--- src/rtl/ahb_bus_arbiter_pkg.sv ---
// Shared types and constants for the two-master AHB-style bus arbiter.
package ahb_bus_arbiter_pkg;

  // Transfer sequencing: arbitrate, address phase, data phase.
  typedef enum logic [1:0] {
    ST_IDLE = 2'd0,
    ST_ADDR = 2'd1,
    ST_DATA = 2'd2
  } arb_state_t;

  // Master indices (also bit positions in the one-hot grant vector).
  localparam logic M_FETCH = 1'b0;
  localparam logic M_MEM   = 1'b1;

  // Single-bit HTRANS encoding.
  localparam logic HTRANS_IDLE   = 1'b0;
  localparam logic HTRANS_ACTIVE = 1'b1;

endpackage

--- src/rtl/ahb_arb_prio_sel.sv ---
// Winner select for the two bus masters. Memory stage (master 1) has fixed
// priority; the fetch master is forced through once master 1 has won
// STARVE_LIMIT times in a row while fetch was waiting.
module ahb_arb_prio_sel
  import ahb_bus_arbiter_pkg::*;
#(
  parameter int STARVE_LIMIT = 4
) (
  input  logic       CLK,
  input  logic       RST_N,
  input  logic       m0_req,
  input  logic       m1_req,
  input  logic       arb_en,
  output logic [1:0] gnt
);

  localparam int SW = (STARVE_LIMIT > 0) ? $clog2(STARVE_LIMIT + 1) : 1;

  logic [SW-1:0] starve_q;
  logic          starved;

  assign starved = (starve_q == SW'(STARVE_LIMIT));

  // One-hot grant, only while the arbiter is free to start a transfer.
  always_comb begin
    gnt = 2'b00;
    if (arb_en) begin
      if (m0_req && m1_req) begin
        gnt[M_FETCH] = starved;
        gnt[M_MEM]   = !starved;
      end else if (m1_req) begin
        gnt[M_MEM] = 1'b1;
      end else if (m0_req) begin
        gnt[M_FETCH] = 1'b1;
      end
    end
  end

  // Count master-1 wins that kept fetch waiting; saturates at the limit.
  always_ff @(posedge CLK or negedge RST_N) begin
    if (!RST_N) begin
      starve_q <= '0;
    end else if (gnt[M_FETCH] || (arb_en && !m0_req)) begin
      starve_q <= '0;
    end else if (gnt[M_MEM] && m0_req && !starved) begin
      starve_q <= starve_q + SW'(1);
    end
  end

endmodule

--- src/rtl/ahb_bus_arbiter.sv ---
// Shares one AHB-style bus between instruction fetch (master 0) and the
// memory stage (master 1). One transfer outstanding at a time:
// IDLE (arbitrate, latch winner) -> ADDR (HTRANS for one cycle) -> DATA
// (wait for HREADY, or abort after TIMEOUT low cycles).
module ahb_bus_arbiter
  import ahb_bus_arbiter_pkg::*;
#(
  parameter int STARVE_LIMIT = 4,
  parameter int TIMEOUT      = 255
) (
  input  logic        CLK,
  input  logic        RST_N,
  input  logic        m0_req,
  input  logic [63:0] m0_addr,
  input  logic        m0_write,
  input  logic [63:0] m0_wdata,
  output logic        m0_gnt,
  output logic [63:0] m0_rdata,
  output logic        m0_done,
  output logic        m0_err,
  input  logic        m1_req,
  input  logic [63:0] m1_addr,
  input  logic        m1_write,
  input  logic [63:0] m1_wdata,
  output logic        m1_gnt,
  output logic [63:0] m1_rdata,
  output logic        m1_done,
  output logic        m1_err,
  output logic [63:0] HADDR,
  output logic        HWRITE,
  output logic        HTRANS,
  output logic [63:0] HWDATA,
  input  logic [63:0] HRDATA,
  input  logic        HREADY,
  output logic        busy
);

  // Down-counter reloaded with TIMEOUT-1 on entering DATA; abort at zero.
  localparam int TW = (TIMEOUT > 1) ? $clog2(TIMEOUT) : 1;

  arb_state_t    state_q;
  logic          owner_q;
  logic [63:0]   wdata_q;
  logic [63:0]   rdata0_q;
  logic [63:0]   rdata1_q;
  logic [TW-1:0] tmo_q;
  logic [1:0]    gnt;
  logic          arb_en;
  logic          data_end;
  logic          tmo_end;

  // Gated with reset so no grant can escape while the arbiter is held.
  assign arb_en = (state_q == ST_IDLE) && RST_N;

  ahb_arb_prio_sel #(
    .STARVE_LIMIT(STARVE_LIMIT)
  ) u_prio_sel (
    .CLK   (CLK),
    .RST_N (RST_N),
    .m0_req(m0_req),
    .m1_req(m1_req),
    .arb_en(arb_en),
    .gnt   (gnt)
  );

  assign m0_gnt = gnt[M_FETCH];
  assign m1_gnt = gnt[M_MEM];

  assign data_end = (state_q == ST_DATA) && HREADY;
  assign tmo_end  = (state_q == ST_DATA) && !HREADY && (tmo_q == '0);

  assign m0_done = data_end && (owner_q == M_FETCH);
  assign m1_done = data_end && (owner_q == M_MEM);
  assign m0_err  = tmo_end  && (owner_q == M_FETCH);
  assign m1_err  = tmo_end  && (owner_q == M_MEM);

  // Read data is forwarded during the done cycle and held afterwards, so
  // the 3-cycle back-to-back rate needs no extra output stage.
  assign m0_rdata = (m0_done && !HWRITE) ? HRDATA : rdata0_q;
  assign m1_rdata = (m1_done && !HWRITE) ? HRDATA : rdata1_q;

  // Transfer sequencer: latches the winner, drives the bus phases.
  always_ff @(posedge CLK or negedge RST_N) begin
    if (!RST_N) begin
      state_q  <= ST_IDLE;
      owner_q  <= M_FETCH;
      wdata_q  <= '0;
      rdata0_q <= '0;
      rdata1_q <= '0;
      tmo_q    <= '0;
      HADDR    <= '0;
      HWRITE   <= 1'b0;
      HTRANS   <= HTRANS_IDLE;
      HWDATA   <= '0;
      busy     <= 1'b0;
    end else begin
      case (state_q)
        ST_IDLE: begin
          if (gnt[M_MEM] || gnt[M_FETCH]) begin
            owner_q <= gnt[M_MEM] ? M_MEM : M_FETCH;
            HADDR   <= gnt[M_MEM] ? m1_addr  : m0_addr;
            HWRITE  <= gnt[M_MEM] ? m1_write : m0_write;
            wdata_q <= gnt[M_MEM] ? m1_wdata : m0_wdata;
            HTRANS  <= HTRANS_ACTIVE;
            busy    <= 1'b1;
            state_q <= ST_ADDR;
          end
        end
        ST_ADDR: begin
          HTRANS  <= HTRANS_IDLE;
          HWDATA  <= HWRITE ? wdata_q : '0;
          tmo_q   <= TW'(TIMEOUT - 1);
          state_q <= ST_DATA;
        end
        ST_DATA: begin
          if (HREADY) begin
            if (!HWRITE) begin
              if (owner_q == M_MEM) rdata1_q <= HRDATA;
              else                  rdata0_q <= HRDATA;
            end
            HWDATA  <= '0;
            busy    <= 1'b0;
            state_q <= ST_IDLE;
          end else if (tmo_q == '0) begin
            HWDATA  <= '0;
            busy    <= 1'b0;
            state_q <= ST_IDLE;
          end else begin
            tmo_q <= tmo_q - TW'(1);
          end
        end
        default: begin
          state_q <= ST_IDLE;
        end
      endcase
    end
  end

endmodule
--- config.mk ---
export PLATFORM = sky130hd
export DESIGN_NAME = ahb_bus_arbiter
export DESIGN_NICKNAME = d
export VERILOG_FILES = /design/src/rtl/ahb_bus_arbiter_pkg.sv /design/src/rtl/ahb_arb_prio_sel.sv /design/src/rtl/ahb_bus_arbiter.sv
export SDC_FILE = /design/constraint.sdc
export NUM_CORES = 1
export LEC_CHECK = 0
export CORE_AREA = 2 2 233 235
export DETAILED_ROUTE_END_ITERATION = 10
export DIE_AREA = 0 0 235 237
export PLACE_DENSITY = 0.61
export SYNTH_ARGS = -nofsm -noshare
export SYNTH_HDL_FRONTEND = slang
export SYNTH_SLANG_ARGS = --single-unit
--- constraint.sdc ---
create_clock -name CLK -period 6.1 [get_ports CLK]
set_clock_uncertainty 0.05 [all_clocks]
set_input_delay 1.83 -clock CLK [delete_from_list [all_inputs] [get_ports CLK]]
set_output_delay 1.83 -clock CLK [all_outputs]
set_load 0.005 [all_outputs]
-- Word level (Yosys, flattened, before mapping)
Cells that the tools add are included.
- bits in registers: 337
- input port bits: 327
- output and inout bits: 265
- word-level logic and storage cells: 86
- add/subtract/negate cells: 2
- eq/ne operators: 7
- multiplexer cells: 29
- bitwise gates (word level): 2
- reduce and logical (&&, ||, !) cells: 34
- operator list (cell ; number):
    $mux W64 ; 7
    $pmux W64 S2 ; 1
    $mux W8 ; 2
    $pmux W8 S2 ; 1
    $logic_and A1 B1 Y1 ; 14
    $mux W2 ; 5
    $logic_not A8 Y1 ; 1
    $mux W1 ; 8
    $reduce_and A2 Y1 ; 4
    $reduce_and A4 Y1 ; 2
    $reduce_bool A2 Y1 ; 4
    $sub A8 B1 Y8 const B ; 1
    $mux W3 ; 2
    $pmux W2 S3 ; 1
    $reduce_and A3 Y1 ; 2
    $logic_not A1 Y1 ; 4
    $ne A2 B2 Y1 const B ; 2
    $pmux W1 S2 ; 2
    $add A3 B1 Y3 const B ; 1
    $eq A3 B3 Y1 const B ; 1
    $ne A3 B2 Y1 const B ; 1
    $eq A2 B1 Y1 const B ; 1
    $eq A2 B2 Y1 const B ; 1
    $logic_not A2 Y1 ; 1
    3 further kinds ; 5

-- Longest topological paths before layout
Gate-level depths: netlist of run 1.
- depth after elaboration: 8
- gate-level depth with buffers: 10
- depth with buffers taken out: 6

-- By module
From an unflattened synthesis of run 1, not the netlist that was laid out.
- cells, all modules: 1228
- area total of the unflattened synthesis: 15290.9 um^2
- by module, submodules not included (module ; instances ; cells each ; area each (um^2) ; seq. area each (um^2)):
    ahb_bus_arbiter ; 1 ; 1206 ; 15099.5 ; 8358.0
    ahb_arb_prio_sel ; 1 ; 22 ; 191.4 ; 75.1

-- Least setup slack after synthesis of run 1
No wires, ideal clock.
- path kind: input to output
- from: in HREADY
- to: out m0_rdata[43]
- arrival: 2.807 ns
- data required time: 4.220 ns
- slack: 1.413 ns
- cell stages on the path: 5
- buffers on the path: 2
- path through: nand2_1 -> nor3_1 -> buf_2 -> buf_4 -> mux2_2
- word-level cells in the longest chain between the ends: 4
- RTL lines (element ; RTL line ; text):
    from (decl) ; ahb_bus_arbiter.sv:34 ; input logic HREADY,
    $logic_and A1 B1 Y1 ; ahb_bus_arbiter.sv:69 ; assign data_end = (state_q == ST_DATA) && HREADY;
    $logic_and A1 B1 Y1 ; ahb_bus_arbiter.sv:72 ; assign m0_done = data_end && (owner_q == M_FETCH);
    $logic_and A1 B1 Y1 ; ahb_bus_arbiter.sv:79 ; assign m0_rdata = (m0_done && !HWRITE) ? HRDATA : rdata0_q;
    $mux W64 ; ahb_bus_arbiter.sv:79 ;
    to (decl) ; ahb_bus_arbiter.sv:18 ; output logic [63:0] m0_rdata,
Every way passes these cells.

-- Final worst setup path of run 1
- from: in HREADY
- to: out m0_rdata[44]
Same word-level chain as after synthesis.

==> results of run 1 <==
==> cell usage after synthesis, drive strengths merged, types with 7 or more instances <==
library cell	count	area share, %
a21o	66	3.1
nand2	146	3.4
inv	8	0.19
and4b	64	4.0
dfrtp	337	53
mux2	257	18
o21ai	134	4.2
clkbuf	40	0.94
a21oi	7	0.22
ha	7	0.55
buf	64	2.4
nor2	13	0.30
mux2i	129	8.1
==> logic make-up (layout without fill, tap and decap cells) <==
kind of cell             after synthesis  in the layout  synth area share, %
AO/OA/AOI/OAI                        220            220                 8.12
XOR/XNOR                               3              3                0.164
adder cells (fa/ha/maj)                7              7                0.547
buffers and inverters                112            705                 3.56
flip-flops                           337            337                 52.6
multiplexers                         386            386                 26.1
other                                  0              4                    0
AND/OR/NAND/NOR                      248            248                 8.84
==> power groups by stage <==
stage	clock network (mW)	registers, mW	logic, mW
global placement	0	3.80	4.64
floorplan	0	3.71	2.18
global route	2.54	3.92	5.05
finish	2.37	3.79	4.65
CTS	2.45	3.79	4.73
detailed placement	0	3.81	4.71
==> per-layer routing <==
layer	part of all wire (%)	wire length [microns]	up-vias
met5	0.16	85	-
met4	2.8	1450	12
met3	8.4	4350	97
met2	49	25200	421
met1	40	20600	5964
li1	-	-	5830
==> sequential cells by signal, summed over array words and instances (netlist names) <==
signal               flops
rdata0_q                64
HADDR                   64
state_q                  2
rdata1_q                64
HWDATA                  64
HTRANS                   1
u_prio_sel.starve_q      3
HWRITE                   1
wdata_q                 64
owner_q                  1
tmo_q                    8
busy                     1
==> worst paths after layout <==
check                                          end  slack, ns  depth (start not counted)
max in group asynchronous   wdata_q[5]$_DFFE_PN0P_       3.01                          3
hold reg to reg             wdata_q[1]$_DFFE_PN0P_       0.42                          2
min in group asynchronous  wdata_q[53]$_DFFE_PN0P_       1.09                          1
setup / recovery                      m0_rdata[44]       0.28                          7
hold / removal              wdata_q[1]$_DFFE_PN0P_       0.42                          2
setup reg to reg             HWDATA[0]$_DFFE_PN0P_       3.07                          6
==> final cells by class <==
class	count	share of cell area, %
Tap cell	696	3.63
Multi-Input combinational cell	864	29.4
Sequential cell	337	35.1
Clock inverter	10	0.474
Antenna cell	4	0.0417
Clock buffer	61	4.96
Inverter	8	0.125
Timing Repair Buffer	626	26.2
==> metrics by stage <==
stage | power [mW] | hold slack [ns] | util, % | cell area [sq um]
after floorplan | 5.88 | 0.393 | - | 16000
after global placement | 8.44 | 0.406 | 42.6 | 22700
after detailed placement | 8.52 | 0.414 | 42.6 | 22700
after CTS | 11.0 | 0.426 | 45.0 | 24000
after global routing | 11.5 | 0.437 | 45.0 | 24000
final | 10.8 | 0.421 | 45.0 | 24000
==> critical path: stages <==
cell	delay, ns
clkdlybuf4s50_1	0.50
nand2_1	0.11
nor3_2	0.20
buf_12	0.22
buf_4	0.24
mux2_2	0.37
clkdlybuf4s50_1	0.44
==> results.md, run 1 <==
- Fraction of met3 tracks used by global routing: 6.31%
- Setup total negative slack: 0 ns
- Required time of the critical path: 4.22 ns
- Instance count after placement with tap cells included: 2,531
- Commonest non-fill, non-tap cells in the layout: clkdlybuf4s50_1, dfrtp_1, mux2_2
- Cell leakage power: 11.5 nW
- Crit end category: output port
- Layout Nets: 2,211
- Final Hold Fails: 0
- Post-synthesis sequential element count: 337
- Setup slack at placement: 0.260 ns
- Number of buffers created by CTS: 40
- Buffer type at the clock tree root: clkbuf_16
- Via count of the first global-routing pass: 12,900
- Number of buffer cells added on primary ports: 591
- Internal Pwr Total: 7.47 mW
- Total congestion overflow after global routing: 0
- DRT antenna net count: 0
- Number of buffers added to fix hold violations after cts: 0
- Total net switching power: 3.34 mW
- Area enclosed by the die boundary: 0.0557 sq mm
- Number of gates given a new drive strength after cts: 0
- Logic pwr share: 43.0%
- Period utilisation layout: 95.4%
- DRC: 0
- Highest ir drop seen on vdd: 0.235 mV
- Clock transition at the registers of the reported paths: 0.05 ns
- Arrival time at the worst endpoint: 3.94 ns
- Top FF cell, synth: dfrtp_1
- Clock insertion delay at the later pin of the skew report: 0.54 ns
- Count of cell types in the netlist: 41
- Post-CTS setup repair buffer count: 0
- Largest fanout of any net on the critical path: 21
- Post-synthesis instance area: 0.0160 sq mm
- Startpoint of the most critical register-to-register path: state_q[0]$_DFFE_PN0P_
- Placeable core region: 0.0533 sq mm
- Effective utilization at floorplan: 30.1%
- CTS Buffer Depth: 3
- TritonCTS clock tree: yes
- Setup Viol. Count Final: 0
- Portion of total power attributed to the clock network: 22.0%
- Number of DRC markers after the initial detailed-route iteration: 491
- Wire per inst: 19.8 microns
- GRT Max-Usage Layer: met2
- Max-slew headroom at the worst pin: 31.3%
- Footprint of the multi-input gates: 0.00705 sq mm
- Via count: 12,300
- Status: finished clean
- Vert. Die Dim: 237 microns
- Final HPWL from detailed placement: 37.7 mm
- WL final: 51.6 mm
- Worst Setup Start Kind: input pin
- I/O pin total: 592
- Fmax: 0.172 GHz
- Most common cell after layout, fill and taps aside: clkdlybuf4s50_1
- Post-synthesis async set-or-reset flop share: 100%
- Pin slew with the least headroom to its limit: 1.03 ns
- Pwr/cell area: 451 mW/mm^2
- Beginning of the critical path: HREADY
- Post-synthesis net count: 1,647
- Synth warn: 0
- Number of detailed-route iterations in the first pass: 6
- Sequential area share after synthesis: 52.6%
- Total of max-cap violations: 0
- Initial antenna violation count: 17
- Post-synth EDFFs: 0
- Mean Syn Cell Area: 12.2 sq um
- Portion of total power attributed to sequential cells: 35.0%
- Fin crit period: 5.82 ns
- Total GRT Usage: 18.1%
- Critical hold path startpoint: wdata_q[1]$_DFFE_PN0P_
- FP Rows: 85
- Met1 track demand over resource in global routing: 21.1%
- Global Route met2 Usage: 31.2%
- Via density: 4.73
- RSZ-0062 raised after global routing: no
- Sink count of the clock tree: 337
- Count of final max-slew check failures: 0
- H-tree depth: 2
- Syn Inst Count: 1,313
- Non-filler instance count after layout: 2,606
- Synthesis-to-layout area growth: 49.8%
- Final Worst Setup Slack: 0.278 ns
- Register area: 0.00843 sq mm
- Placer congestion estimate: 0.795
- Switching share of power: 30.9%
- Die W: 235 microns
- Setup CP Type: in -> out
- Pin count of the biggest net entering global routing: 131
- Hold Crit Class: reg -> reg
- Filler instances: 4,974
- Global-route wire length before repair: 78.3 mm
- Share of post-route cells with drive strength above 1: 19.0%
No activity file was read; power rests on OpenSTA's default activity.
==> run 2: changes to the inputs <==
- CORE_AREA: 2 2 233 235 -> default
- CORE_UTILIZATION: default -> 30
- DIE_AREA: 0 0 235 237 -> default
==> run 2 against run 1 <==
Against the previous run: sequential cell count is the same; sequential power about the same; cell count is 0.38% lower; via count down 0.76%; register-to-register slack gained 0.37 ns; largest cell class unchanged; critical path depth is the same; utilization rose by 0.53 points; critical endpoint is now m0_rdata[13].
==> results.md, run 2 (same netlist as run 1, synthesis figures left out) <==
- Setup slack at placement: 0.262 ns
- Hold path endpoint: HWDATA[43]$_DFFE_PN0P_
- Hold Crit Class: reg -> reg
- WL final: 51.5 mm
- FF-to-FF setup slack: 3.44 ns
- Placeable core region: 0.0527 sq mm
- Initial antenna violation count: 20
- Buffer type at the clock tree root: clkbuf_16
- I/O pin total: 592
- Global-route wire length before repair: 76.7 mm
- Number of gates given a new drive strength after cts: 0
- Placer congestion estimate: 0.812
- Final Hold Fails: 0
- RSZ-0062 raised after global routing: no
- Number of buffers added to fix hold violations after cts: 0
- Cell leakage power: 11.5 nW
- Max-slew headroom at the worst pin: 34.1%
- Setup CP Type: in -> out
- Fmax: 0.171 GHz
- Setup Viol. Count Final: 0
- Effective utilization at floorplan: 30.4%
- Layout Nets: 2,209
- Area enclosed by the die boundary: 0.0543 sq mm
- Final HPWL from detailed placement: 37.6 mm
- Smallest hold slack: 0.421 ns
- Pin slew with the least headroom to its limit: 0.988 ns
- Crit end category: output port
- Total congestion overflow after global routing: 0
- Number of buffer cells added on primary ports: 591
- Worst Setup Start Kind: input pin
- DRC: 0
- Number of detailed-route iterations in the first pass: 4
- Standard cell with the maximum stage delay on the critical path: clkdlybuf4s50_1
- Clock transition at the registers of the reported paths: 0.05 ns
- Total of max-cap violations: 0
- Synthesis-to-layout area growth: 49.8%
- Maximum cell stage delay along the critical path: 0.50 ns
- Non-filler instance count after layout: 2,596
- Dominant delay contributor by cell family on the critical path: buffers and inverters
- Pin count of the biggest net entering global routing: 131
- Post-route cell area: 0.0240 sq mm
- Via count of the first global-routing pass: 12,400
- Largest fanout of any net on the critical path: 31
- Setup total negative slack: 0 ns
- Cells along the critical path: clkdlybuf4s50_1 > nand2_1 > nor3_2 > buf_12 > buf_12 > mux2_2 > clkdlybuf4s50_1
- TritonCTS clock tree: yes
- CP Buf/Inv Count: 4
- Critical hold path startpoint: HWDATA[43]$_DFFE_PN0P_
- Arrival time at the worst endpoint: 3.96 ns
- Pwr/cell area: 452 mW/mm^2
- Required time of the critical path: 4.22 ns
- Commonest non-fill, non-tap cells in the layout: clkdlybuf4s50_1, dfrtp_1, mux2_2
- Final Worst Setup Slack: 0.260 ns
- Sink count of the clock tree: 337
- Die W: 233 microns
- Overall power after layout: 10.8 mW
- Fin crit period: 5.84 ns
- H-tree depth: 2
- Via density: 4.71
- Period utilisation layout: 95.7%
- Worst Hold Depth: 1
- Startpoint of the most critical register-to-register path: state_q[0]$_DFFE_PN0P_
- Status: finished clean
- DRT antenna net count: 0
- Clock insertion delay at the later pin of the skew report: 0.55 ns
- End of the worst register-to-register path: HWDATA[16]$_DFFE_PN0P_
- Number of buffers created by CTS: 40
- Highest ir drop seen on vdd: 0.238 mV
- Most common cell after layout, fill and taps aside: clkdlybuf4s50_1
- Share of post-route cells with drive strength above 1: 19.1%
- Reg2reg path depth: 6
- CTS Buffer Depth: 3
- Fraction of the core area covered by cells at the end of the flow: 45.6%
- Count of final max-slew check failures: 0
- Vert. Die Dim: 233 microns
- Total GRT Usage: 18.6%
- Number of DRC markers after the initial detailed-route iteration: 507
- Instance count after placement with tap cells included: 2,521
- Wire per inst: 19.9 microns
- FP Rows: 84
- Via count: 12,200
- Post-CTS setup repair buffer count: 0
- Placement Cell Area: 0.0227 sq mm
==> run 2: per-layer routing <==
layer	part of all wire, %	routed length (microns)	track usage, %	vias to the layer above
li1	-	-	-	5844
met1	41	20900	22.4	5860
met2	48	24700	30.6	425
met3	8.9	4570	6.46	87
met4	2.6	1330	6.62	14
met5	0.15	77	0	-
==> run 2: worst max path at each step <==
stage	cells past startpoint	end	slack, ns	startpoint
final	7	m0_rdata[13]	0.26	HREADY
after global routing	7	m0_rdata[33]	0.17	HREADY
after CTS	7	m0_rdata[24]	0.26	HREADY
after detailed placement	7	m0_rdata[24]	0.26	HREADY
after global placement	7	m0_rdata[13]	0.29	HREADY
after floorplan	5	m0_rdata[43]	1.41	HREADY
==> run 2: worst register-to-register path, stage by stage, from the launching register on <==
cell,delay (ns)
dfrtp_1,0.38
inv_1,0.11
ha_2,0.23
buf_4,0.66
a21bo_2,0.52
buf_4,0.44
a21o_1,0.22
==> run 2: where the power goes <==
group	switching, mW	leakage (nW)	total, mW	internal [mW]
Combinational	1.85	6.58	4.64	2.79
Clock	0.948	0.653	2.41	1.46
Sequential	0.541	4.23	3.80	3.26
==> run 2: cell type report <==
cell class                 count  area (sq um)
fill                        4894         28700
sequential                   337          8430
multi-input combinational    864          7050
timing repair buffer         624          6280
clock buffer                  54          1160
tap                          688           861
clock inverter                14           154
inverter                       8          30.0
antenna                        7          17.5
==> run 3: changes to the inputs <==
- SETUP_SLACK_MARGIN: default -> 0.4
==> run 3 against run 2 <==
Against the previous run: non-clock buffer count increased by 12; largest power group unchanged; cell count increased by 0.50%; global-route usage increased by 0.22 points; worst setup slack improved by 0.23 ns; first-iteration DRC count increased by 7.1%; count of clock-buffer cells in the layout unchanged.
==> results.md, run 3 (same netlist as run 1, synthesis figures left out) <==
- Dominant delay contributor by cell family on the critical path: buffers and inverters
- Clock insertion delay at the later pin of the skew report: 0.55 ns
- Wire per inst: 19.9 microns
- Cell leakage power: 11.6 nW
- Number of detailed-route iterations in the first pass: 5
- Worst Setup Start Kind: input pin
- Sink count of the clock tree: 337
- Largest fanout of any net on the critical path: 14
- Crit end category: output port
- DRT antenna net count: 0
- Total congestion overflow after global routing: 0
- Via count: 12,200
- DRC: 0
- Final HPWL from detailed placement: 37.6 mm
- Smallest hold slack: 0.421 ns
- Fraction of the core area covered by cells at the end of the flow: 45.9%
- DR WL met3: 4.56 mm
- Setup Viol. Count Final: 0
- TritonCTS clock tree: yes
- I/O pin total: 592
- Placer congestion estimate: 0.812
- Commonest non-fill, non-tap cells in the layout: clkdlybuf4s50_1, dfrtp_1, mux2_2
- CP Buf/Inv Count: 5
- Filler instances: 4,875
- Placeable core region: 0.0527 sq mm
- Number of buffers added to fix hold violations after cts: 0
- Synthesis-to-layout area growth: 50.9%
- Required time of the critical path: 4.22 ns
- Area enclosed by the die boundary: 0.0543 sq mm
- Met2 routed wirelength: 25.1 mm
- Most common cell after layout, fill and taps aside: clkdlybuf4s50_1
- Total of max-cap violations: 0
- Initial antenna violation count: 20
- H-tree depth: 2
- Fin crit period: 5.61 ns
- Fmax: 0.178 GHz
- Highest ir drop seen on vdd: 0.239 mV
- Overall power after layout: 10.9 mW
- Maximum cell stage delay along the critical path: 0.44 ns
- Setup CP Type: in -> out
- Number of buffers created by CTS: 40
- RSZ-0062 raised after global routing: no
- CTS Buffer Depth: 3
- Total GRT Usage: 18.8%
- Status: finished clean
- Pin slew with the least headroom to its limit: 0.991 ns
- Cells along the critical path: dlygate4sd2_1 > nand2_2 > nor3_4 > buf_12 > buf_4 > bufbuf_16 > mux2_2 > clkdlybuf4s50_1
- Effective utilization at floorplan: 30.4%
- Die W: 233 microns
- WL met1: 21.0 mm
- Standard cell with the maximum stage delay on the critical path: clkdlybuf4s50_1
- Pin count of the biggest net entering global routing: 131
- Period utilisation layout: 91.9%
- Setup total negative slack: 0 ns
- FF-to-FF setup slack: 3.44 ns
- Uppermost signal routing layer after detailed routing: met5
- Arrival time at the worst endpoint: 3.73 ns
- Global-route wire length before repair: 77.5 mm
- FP Rows: 84
- WL final: 52.0 mm
- Hold Crit Class: reg -> reg
- Via density: 4.69
- Count of final max-slew check failures: 0
- Number of buffer cells added on primary ports: 591
- Buffer type at the clock tree root: clkbuf_16
- Vert. Die Dim: 233 microns
- Via count of the first global-routing pass: 12,500
- Pwr/cell area: 450 mW/mm^2
- Share of post-route cells with drive strength above 1: 19.7%
- Clock transition at the registers of the reported paths: 0.05 ns
- Layout Nets: 2,221
- Max-slew headroom at the worst pin: 34.0%
- Number of DRC markers after the initial detailed-route iteration: 543
- Final Hold Fails: 0
-- run 3: cell types whose count changed in the layout (fill, tap and decap cells not counted), moves of 2 or more --
cell and change:
dlygate4sd2_1 +2, bufbuf_16 +2, buf_4 +7, clkdlybuf4s50_1 -2
-- run 3: what timing repair did --
action	in CTS	in global routing
gates resized for setup	8	0
pin swaps	1	1
buffers inserted	10	0
gates cloned	2	0
setup endpoints to repair	107	2
-- run 3: final cells by class --
cell class              instances  area [sq um]  area share, %
clock buffers                  54          1160           4.82
clock inverters                14           154          0.637
well taps                     688           861           3.56
flip-flops and latches        337          8430           34.9
diodes                          8          20.0         0.0828
repair buffers                636          6450           26.7
multi-input cells             864          7060           29.2
inverters                       8          30.0          0.124
-- run 3: report_power, final --
group / leakage [nW] / internal, mW / switching, mW
clock: 0.653 / 1.46 / 0.948
sequential: 4.23 / 3.26 / 0.545
combinational: 6.68 / 2.81 / 1.85
-- run 3: final timing paths --
path,start,to,cells past startpoint
worst max-delay path,HREADY,m0_rdata[10],8
worst min-delay path,HWDATA[43]$_DFFE_PN0P_,HWDATA[43]$_DFFE_PN0P_,1
worst max register to register,state_q[0]$_DFFE_PN0P_,HWDATA[14]$_DFFE_PN0P_,6
worst min register to register,HWDATA[43]$_DFFE_PN0P_,HWDATA[43]$_DFFE_PN0P_,1
max in group asynchronous,RST_N,HWDATA[28]$_DFFE_PN0P_,3
min in group asynchronous,RST_N,rdata0_q[10]$_DFFE_PN0P_,1
-- run 3: stage by stage --
stage,setup slack (ns),instances,area [sq um]
floorplan,1.41,1313,16000
global placement,0.295,2521,22700
detailed placement,0.262,2521,22700
CTS,0.411,2601,24200
global route,0.422,2606,24200
finish,0.494,2609,24200
-- run 3: routing by layer --
metal / track usage, % / vias up
met5: 0 / -
li1: - / 5874
met2: 31.2 / 406
met3: 6.54 / 84
met4: 6.62 / 14
met1: 22.4 / 5863
